==> config.mk <==
export PLATFORM = sky130hd
export DESIGN_NAME = alu_sequencer
export DESIGN_NICKNAME = d
export VERILOG_FILES = /design/src/rtl/alu_seq_pkg.sv /design/src/rtl/alu_seq_decode.sv /design/src/rtl/alu_sequencer.sv
export SDC_FILE = /design/constraint.sdc
export NUM_CORES = 1
export LEC_CHECK = 0
export CORE_ASPECT_RATIO = 0.9
export CORE_MARGIN = 4
export CORE_UTILIZATION = 40
export CTS_BUF_LIST = sky130_fd_sc_hd__clkbuf_2
export DETAILED_ROUTE_END_ITERATION = 12
export GPL_ROUTABILITY_DRIVEN = 0
export PLACE_DENSITY = 0.72
export SLEW_MARGIN = 20
export SYNTH_ARGS = -nofsm -noshare
export SYNTH_HDL_FRONTEND = slang
export SYNTH_SLANG_ARGS = --single-unit
==> constraint.sdc <==
create_clock -name clk -period 1.97 [get_ports clk]
set_clock_uncertainty 0.15 [all_clocks]
set_input_delay 0.197 -clock clk [delete_from_list [all_inputs] [get_ports clk]]
set_output_delay 0.197 -clock clk [all_outputs]
set_load 0.05 [all_outputs]
==> src/rtl/alu_seq_pkg.sv <==
// Shared opcodes, FSM state encoding and control-vector layout for the nic8 ALU sequencer.
package alu_seq_pkg;

  localparam logic [2:0] OP_ADD = 3'b000;
  localparam logic [2:0] OP_ADC = 3'b001;
  localparam logic [2:0] OP_SUB = 3'b010;
  localparam logic [2:0] OP_SBC = 3'b011;
  localparam logic [2:0] OP_LSR = 3'b100;
  localparam logic [2:0] OP_RRC = 3'b101;
  localparam logic [2:0] OP_CMP = 3'b110;
  localparam logic [2:0] OP_TST = 3'b111;

  typedef enum logic [1:0] {
    IDLE  = 2'd0,
    SETUP = 2'd1,
    EXEC  = 2'd2,
    DONE  = 2'd3
  } state_e;

  localparam int CTRL_W         = 8;
  localparam int CTRL_SUB       = 7;
  localparam int CTRL_CIN       = 6;
  localparam int CTRL_SHIN      = 5;
  localparam int CTRL_USE_ADD   = 4;
  localparam int CTRL_USE_SHIFT = 3;
  localparam int CTRL_WRITE_A   = 2;
  localparam int CTRL_SET_C     = 1;
  localparam int CTRL_SET_S     = 0;

  typedef logic [CTRL_W-1:0] ctrl_t;

  localparam int CNT_W = 4;

endpackage

==> src/rtl/alu_seq_decode.sv <==
// Combinational opcode decode into the ALU control vector used by the sequencer FSM.
module alu_seq_decode
  import alu_seq_pkg::*;
(
  input  logic [2:0] op_i,
  output ctrl_t      ctrl_o
);

  always_comb begin
    ctrl_o = '0;
    unique case (op_i)
      OP_ADD: begin
        ctrl_o[CTRL_USE_ADD] = 1'b1;
        ctrl_o[CTRL_WRITE_A] = 1'b1;
        ctrl_o[CTRL_SET_C]   = 1'b1;
      end
      OP_ADC: begin
        ctrl_o[CTRL_CIN]     = 1'b1;
        ctrl_o[CTRL_USE_ADD] = 1'b1;
        ctrl_o[CTRL_WRITE_A] = 1'b1;
        ctrl_o[CTRL_SET_C]   = 1'b1;
      end
      OP_SUB: begin
        ctrl_o[CTRL_SUB]     = 1'b1;
        ctrl_o[CTRL_USE_ADD] = 1'b1;
        ctrl_o[CTRL_WRITE_A] = 1'b1;
        ctrl_o[CTRL_SET_C]   = 1'b1;
      end
      OP_SBC: begin
        ctrl_o[CTRL_SUB]     = 1'b1;
        ctrl_o[CTRL_CIN]     = 1'b1;
        ctrl_o[CTRL_USE_ADD] = 1'b1;
        ctrl_o[CTRL_WRITE_A] = 1'b1;
        ctrl_o[CTRL_SET_C]   = 1'b1;
      end
      OP_LSR: begin
        ctrl_o[CTRL_USE_SHIFT] = 1'b1;
        ctrl_o[CTRL_WRITE_A]   = 1'b1;
        ctrl_o[CTRL_SET_S]     = 1'b1;
      end
      OP_RRC: begin
        ctrl_o[CTRL_SHIN]      = 1'b1;
        ctrl_o[CTRL_USE_SHIFT] = 1'b1;
        ctrl_o[CTRL_WRITE_A]   = 1'b1;
        ctrl_o[CTRL_SET_S]     = 1'b1;
      end
      // Compare runs the subtractor only to refresh the carry flag
      OP_CMP: begin
        ctrl_o[CTRL_SUB]   = 1'b1;
        ctrl_o[CTRL_SET_C] = 1'b1;
      end
      default: ctrl_o = '0;
    endcase
  end

endmodule

==> src/rtl/alu_sequencer.sv <==
// Sequences one ALU instruction through SETUP/EXEC/DONE, driving registered ALU strobes and A-load.
module alu_sequencer
  import alu_seq_pkg::*;
#(
  parameter int unsigned SETUP_CYCLES = 1
) (
  input  logic       clk,
  input  logic       reset,
  input  logic       start,
  input  logic [7:0] instr,
  input  logic       aIsZero,
  output logic       doSubtract,
  output logic       doCarryIn,
  output logic       doShiftIn,
  output logic       assertBarE,
  output logic       assertBarS,
  output logic       triggerC,
  output logic       triggerS,
  output logic       loadBarA,
  output logic       busy,
  output logic       done,
  output logic       flagZ
);

  localparam logic [CNT_W-1:0] SETUP_LOAD = CNT_W'(SETUP_CYCLES - 1);

  state_e           state_q, state_d;
  logic [CNT_W-1:0] cnt_q, cnt_d;
  logic [2:0]       op_q, op_d;
  ctrl_t            ctrl;

  logic doSubtract_d, doCarryIn_d, doShiftIn_d;
  logic assertBarE_d, assertBarS_d, triggerC_d, triggerS_d, loadBarA_d;
  logic busy_d, done_d, flagZ_d;

  logic unused_instr;
  assign unused_instr = ^instr[4:0];

  alu_seq_decode u_decode (
    .op_i   (op_d),
    .ctrl_o (ctrl)
  );

  always_ff @(posedge clk) begin
    if (reset) begin
      state_q    <= IDLE;
      cnt_q      <= '0;
      doSubtract <= 1'b0;
      doCarryIn  <= 1'b0;
      doShiftIn  <= 1'b0;
      assertBarE <= 1'b1;
      assertBarS <= 1'b1;
      triggerC   <= 1'b0;
      triggerS   <= 1'b0;
      loadBarA   <= 1'b1;
      busy       <= 1'b0;
      done       <= 1'b0;
      flagZ      <= 1'b0;
    end else begin
      state_q    <= state_d;
      cnt_q      <= cnt_d;
      doSubtract <= doSubtract_d;
      doCarryIn  <= doCarryIn_d;
      doShiftIn  <= doShiftIn_d;
      assertBarE <= assertBarE_d;
      assertBarS <= assertBarS_d;
      triggerC   <= triggerC_d;
      triggerS   <= triggerS_d;
      loadBarA   <= loadBarA_d;
      busy       <= busy_d;
      done       <= done_d;
      flagZ      <= flagZ_d;
    end
  end

  // Latched opcode only matters while busy, so it carries no reset
  always_ff @(posedge clk) begin
    op_q <= op_d;
  end

  always_comb begin
    state_d = state_q;
    cnt_d   = cnt_q;
    op_d    = op_q;
    unique case (state_q)
      IDLE: begin
        if (start) begin
          state_d = SETUP;
          cnt_d   = SETUP_LOAD;
          op_d    = instr[7:5];
        end
      end
      SETUP: begin
        if (cnt_q == '0) begin
          state_d = EXEC;
        end else begin
          cnt_d = cnt_q - 1'b1;
        end
      end
      EXEC:    state_d = DONE;
      DONE:    state_d = IDLE;
      default: state_d = IDLE;
    endcase
  end

  // Outputs are decoded from the upcoming state so every strobe leaves a flop
  always_comb begin
    doSubtract_d = 1'b0;
    doCarryIn_d  = 1'b0;
    doShiftIn_d  = 1'b0;
    assertBarE_d = 1'b1;
    assertBarS_d = 1'b1;
    triggerC_d   = 1'b0;
    triggerS_d   = 1'b0;
    loadBarA_d   = 1'b1;
    busy_d       = (state_d != IDLE);
    done_d       = (state_d == DONE);
    flagZ_d      = (state_q == DONE) ? aIsZero : flagZ;
    if (state_d != IDLE) begin
      doSubtract_d = ctrl[CTRL_SUB];
      doCarryIn_d  = ctrl[CTRL_CIN];
      doShiftIn_d  = ctrl[CTRL_SHIN];
    end
    if (state_d == EXEC) begin
      assertBarE_d = ~ctrl[CTRL_USE_ADD];
      assertBarS_d = ~ctrl[CTRL_USE_SHIFT];
      triggerC_d   = ctrl[CTRL_SET_C];
      triggerS_d   = ctrl[CTRL_SET_S];
      loadBarA_d   = ~ctrl[CTRL_WRITE_A];
    end
  end

endmodule

==> out/results.tsv <==
stage	metric	value	unit
power_and_ir_drop	total_power	0.00128	W
logic_synthesis	synth_compound_area_share	13.4	%
cts	cts_tree	built	
sta	max_freq	546	MHz
drt	drt_pass1_iterations	4	
place	place_ws	59.7	ps
logic_synthesis	ys_top_cells_by_area	dfxtp_1 (52%), a21oi_1 (3.9%), o21ai_0 (3.2%), nor3b_1 (2.9%), mux2i_1 (2.6%)	
cts	root_buffer	clkbuf_2	
place	dp_hpwl	1100	um
cts	cts_sinks	20	
drt	drt_iter0_drc	15	
logic_synthesis	synth_seq_cells	20	
global_routing	grt.overflow.total	0	
logic_synthesis	ys_async_sr_fraction	0	%
drt	met3_length	85	um
critical_path	path_delay_family	buffers and inverters	
global_routing	gr-usage-all-layers	12.8	%
flow_run	maxCapViolCount	0	
sta	period_minus_slack	1830	ps
floorplanning	placementRows	14	
sta	rsz0062_at_grt	false	
critical_path	max_stage_delay	810	ps
logic_synthesis	synth_area	776	um2
cells_and_area	postLayoutCellArea	1040	um2
critical_path	slowest_stage	clkdlybuf4s50_1	
floorplanning	start_util	44.3	%
global_routing	grt_max_degree	14	
logic_synthesis	synth.area.mux_share	4.03	%
logic_synthesis	synth_enable_flop_cells	0	
floorplanning	die_w	54.4	um
logic_synthesis	synth-adder-area-share	1.61	%
critical_path	cp.required	1620	ps
drt	m1WireLength	721	um
cts	cts_hold_buf	0	
run_status	outcome	finished clean	
logic_synthesis	yosysTopAreaCellShare	51.6	%
cts	ctsLongestPathBuffers	2	
cells_and_area	syn_to_final_growth	34.7	%
worst_hold_path	worstHoldPathType	in -> reg	
cells_and_area	reg_top3	cnt_q (4), op_q (3), state_q (2)	
critical_path	cp.arrival	1480	ps
logic_synthesis	synth_nets	92	
place	placed_cell_area	1000	um2
critical_path	start_kind	flop	
power_and_ir_drop	leakagePower	0.409	nW
floorplanning	dieArea	2710	um2
logic_synthesis	ys_warn_count	0	
sta	setup_tns	0	ps
logic_synthesis	synth_top_family_by_area	simple AND/OR/NAND/NOR gates	
sta	worst_slack	139	ps
global_routing	grt_pass1_vias	591	
logic_synthesis	yosys.area.top_type	dfxtp_1	
logic_synthesis	ys_types	30	
cts	clk_latency	310	ps
cts	clkSlewWorstSetupHoldPaths	180	ps
floorplanning	ios	23	
critical_path	crit_type	reg -> out	
place	port_buffers	17	
sta	finalSetupViolations	0	
drt	wl	1490	um
drt	wl_met2	669	um
floorplanning	coreArea	1750	um2
critical_path	worstPathMaxFanout	2	
drt	ant_nets	0	
cells_and_area	largest_reg_flops	4	
power_and_ir_drop	vdd_ir_drop_max	0.683	mV
sta	finalHoldViolations	0	
cells_and_area	regMostFlops	cnt_q	
cts	postCtsSetupBuffers	0	
critical_path	worstPathCellList	clkdlybuf4s50_1	
critical_path	cp_num_buf_inv	1	
cells_and_area	nets	116	
cells_and_area	drive_above_1_share	11.8	%
sta	slew_violations	0	
sta	max-slew-margin-rel	61.3	%
logic_synthesis	synthCells	79	
drt	drcViolationCount	0	
cells_and_area	regArea	400	um2
drt	vias	630	
cells_and_area	utilization	59.6	%
cells_and_area	antennaDiodeCount	0	
drt	viasPerCell	5.00	
logic_synthesis	synthFlopType	dfxtp_1	
global_routing	antenna_found_initial	0	
floorplanning	dieHeight	49.8	um
power_and_ir_drop	p_per_area	1220	nW/um2
logic_synthesis	yosysSeqAreaShare	51.6	%
cts	cts-resized-gates	0	
cells_and_area	multi_input_area	343	um2
cts	cts_buffers	3	
global_routing	grt_first_pass_wirelength	2560	um
drt	top_signal_layer_used	met4	
critical_path	critPathCaptureType	output port	
sta	tightest_slew	573	ps
logic_synthesis	avgSynthCellArea	9.82	um2
logic_synthesis	synth_xor_area_share	0	%
drt	wl_per_cell	11.8	um
cells_and_area	final.fill_count	166	
logic_synthesis	synth-simple-area-share	25.2	%
cts	cts-htree-levels	1	
sta	post-route-period-util	92.9	%
[area by class of cell]
class	instances	share of cell area, %
repair buffers	22	19.9
clock inverters	1	2.87
flip-flops and latches	20	38.3
multi-input cells	51	32.8
well taps	24	2.87
inverters	5	1.80
clock buffers	3	1.44
[worst reg2reg max path, stage by stage (launching register included)]
cell and delay (ps):
dfxtp_1 400, inv_1 50, ha_1 220, nor4bb_1 180, or4_1 480, a211oi_1 250
[metrics by stage]
step           std cells  hold slack [ps]
4_1_cts              126              272
6_report             126              290
5_1_grt              126              257
3_3_place_gp         122              298
2_1_floorplan         79              195
3_5_place_dp         122              305
[cell usage in the layout (no fill, tap or decap), types with 2 or more instances in the layout]
cell             Yosys  layout
nand2b_1             3       3
nor3b_1              3       3
a211oi_1             2       2
o21ai_0              5       5
nor4bb_1             2       2
nand2_1              4       4
a21oi_1              6       6
mux2i_1              2       2
nor2_1               2       2
nand3_1              2       2
buf_4                0       5
inv_1                5       5
clkdlybuf4s50_1      0      17
nor3_1               3       3
or4_1                2       2
nand3b_1             2       2
clkbuf_2             0       3
dfxtp_1             20      20
[report_power, final]
part           switching [W]  internal (W)
sequential         0.0000546      0.000479
clock               0.000124      0.000175
combinational       0.000254      0.000190
[synth_stat cells (3+ instances only)]
master and instances:
nor3b_1 3, a21oi_1 6, o21ai_0 5, nand2b_1 3, nor3_1 3, nand2_1 4
inv_1 5, dfxtp_1 20
[kinds of logic after synthesis]
family / count (synthesis)
and+or+nand+nor: 30
DFF: 20
AOI/OAI and AO/OA: 17
buffers and inverters: 8
muxes: 3
adders and majority gates: 1
[final timing paths]
kind	startpoint	endpoint	slack, ps	depth (start not counted)
max	flagZ$_SDFFE_PP0N_	flagZ	140	1
min	aIsZero	flagZ$_SDFFE_PP0N_	290	3
max reg2reg	cnt_q[0]$_SDFFE_PP0P_	cnt_q[3]$_SDFFE_PP0P_	170	5
min reg2reg	flagZ$_SDFFE_PP0N_	flagZ$_SDFFE_PP0N_	330	2
[metal layers]
metal,track usage [%],vias to the layer above
met4,4.98,0
met2,18.9,20
li1,-,328
met1,17.2,280
met5,0,-
met3,3.61,2
No activity file was read; power rests on OpenSTA's default activity.
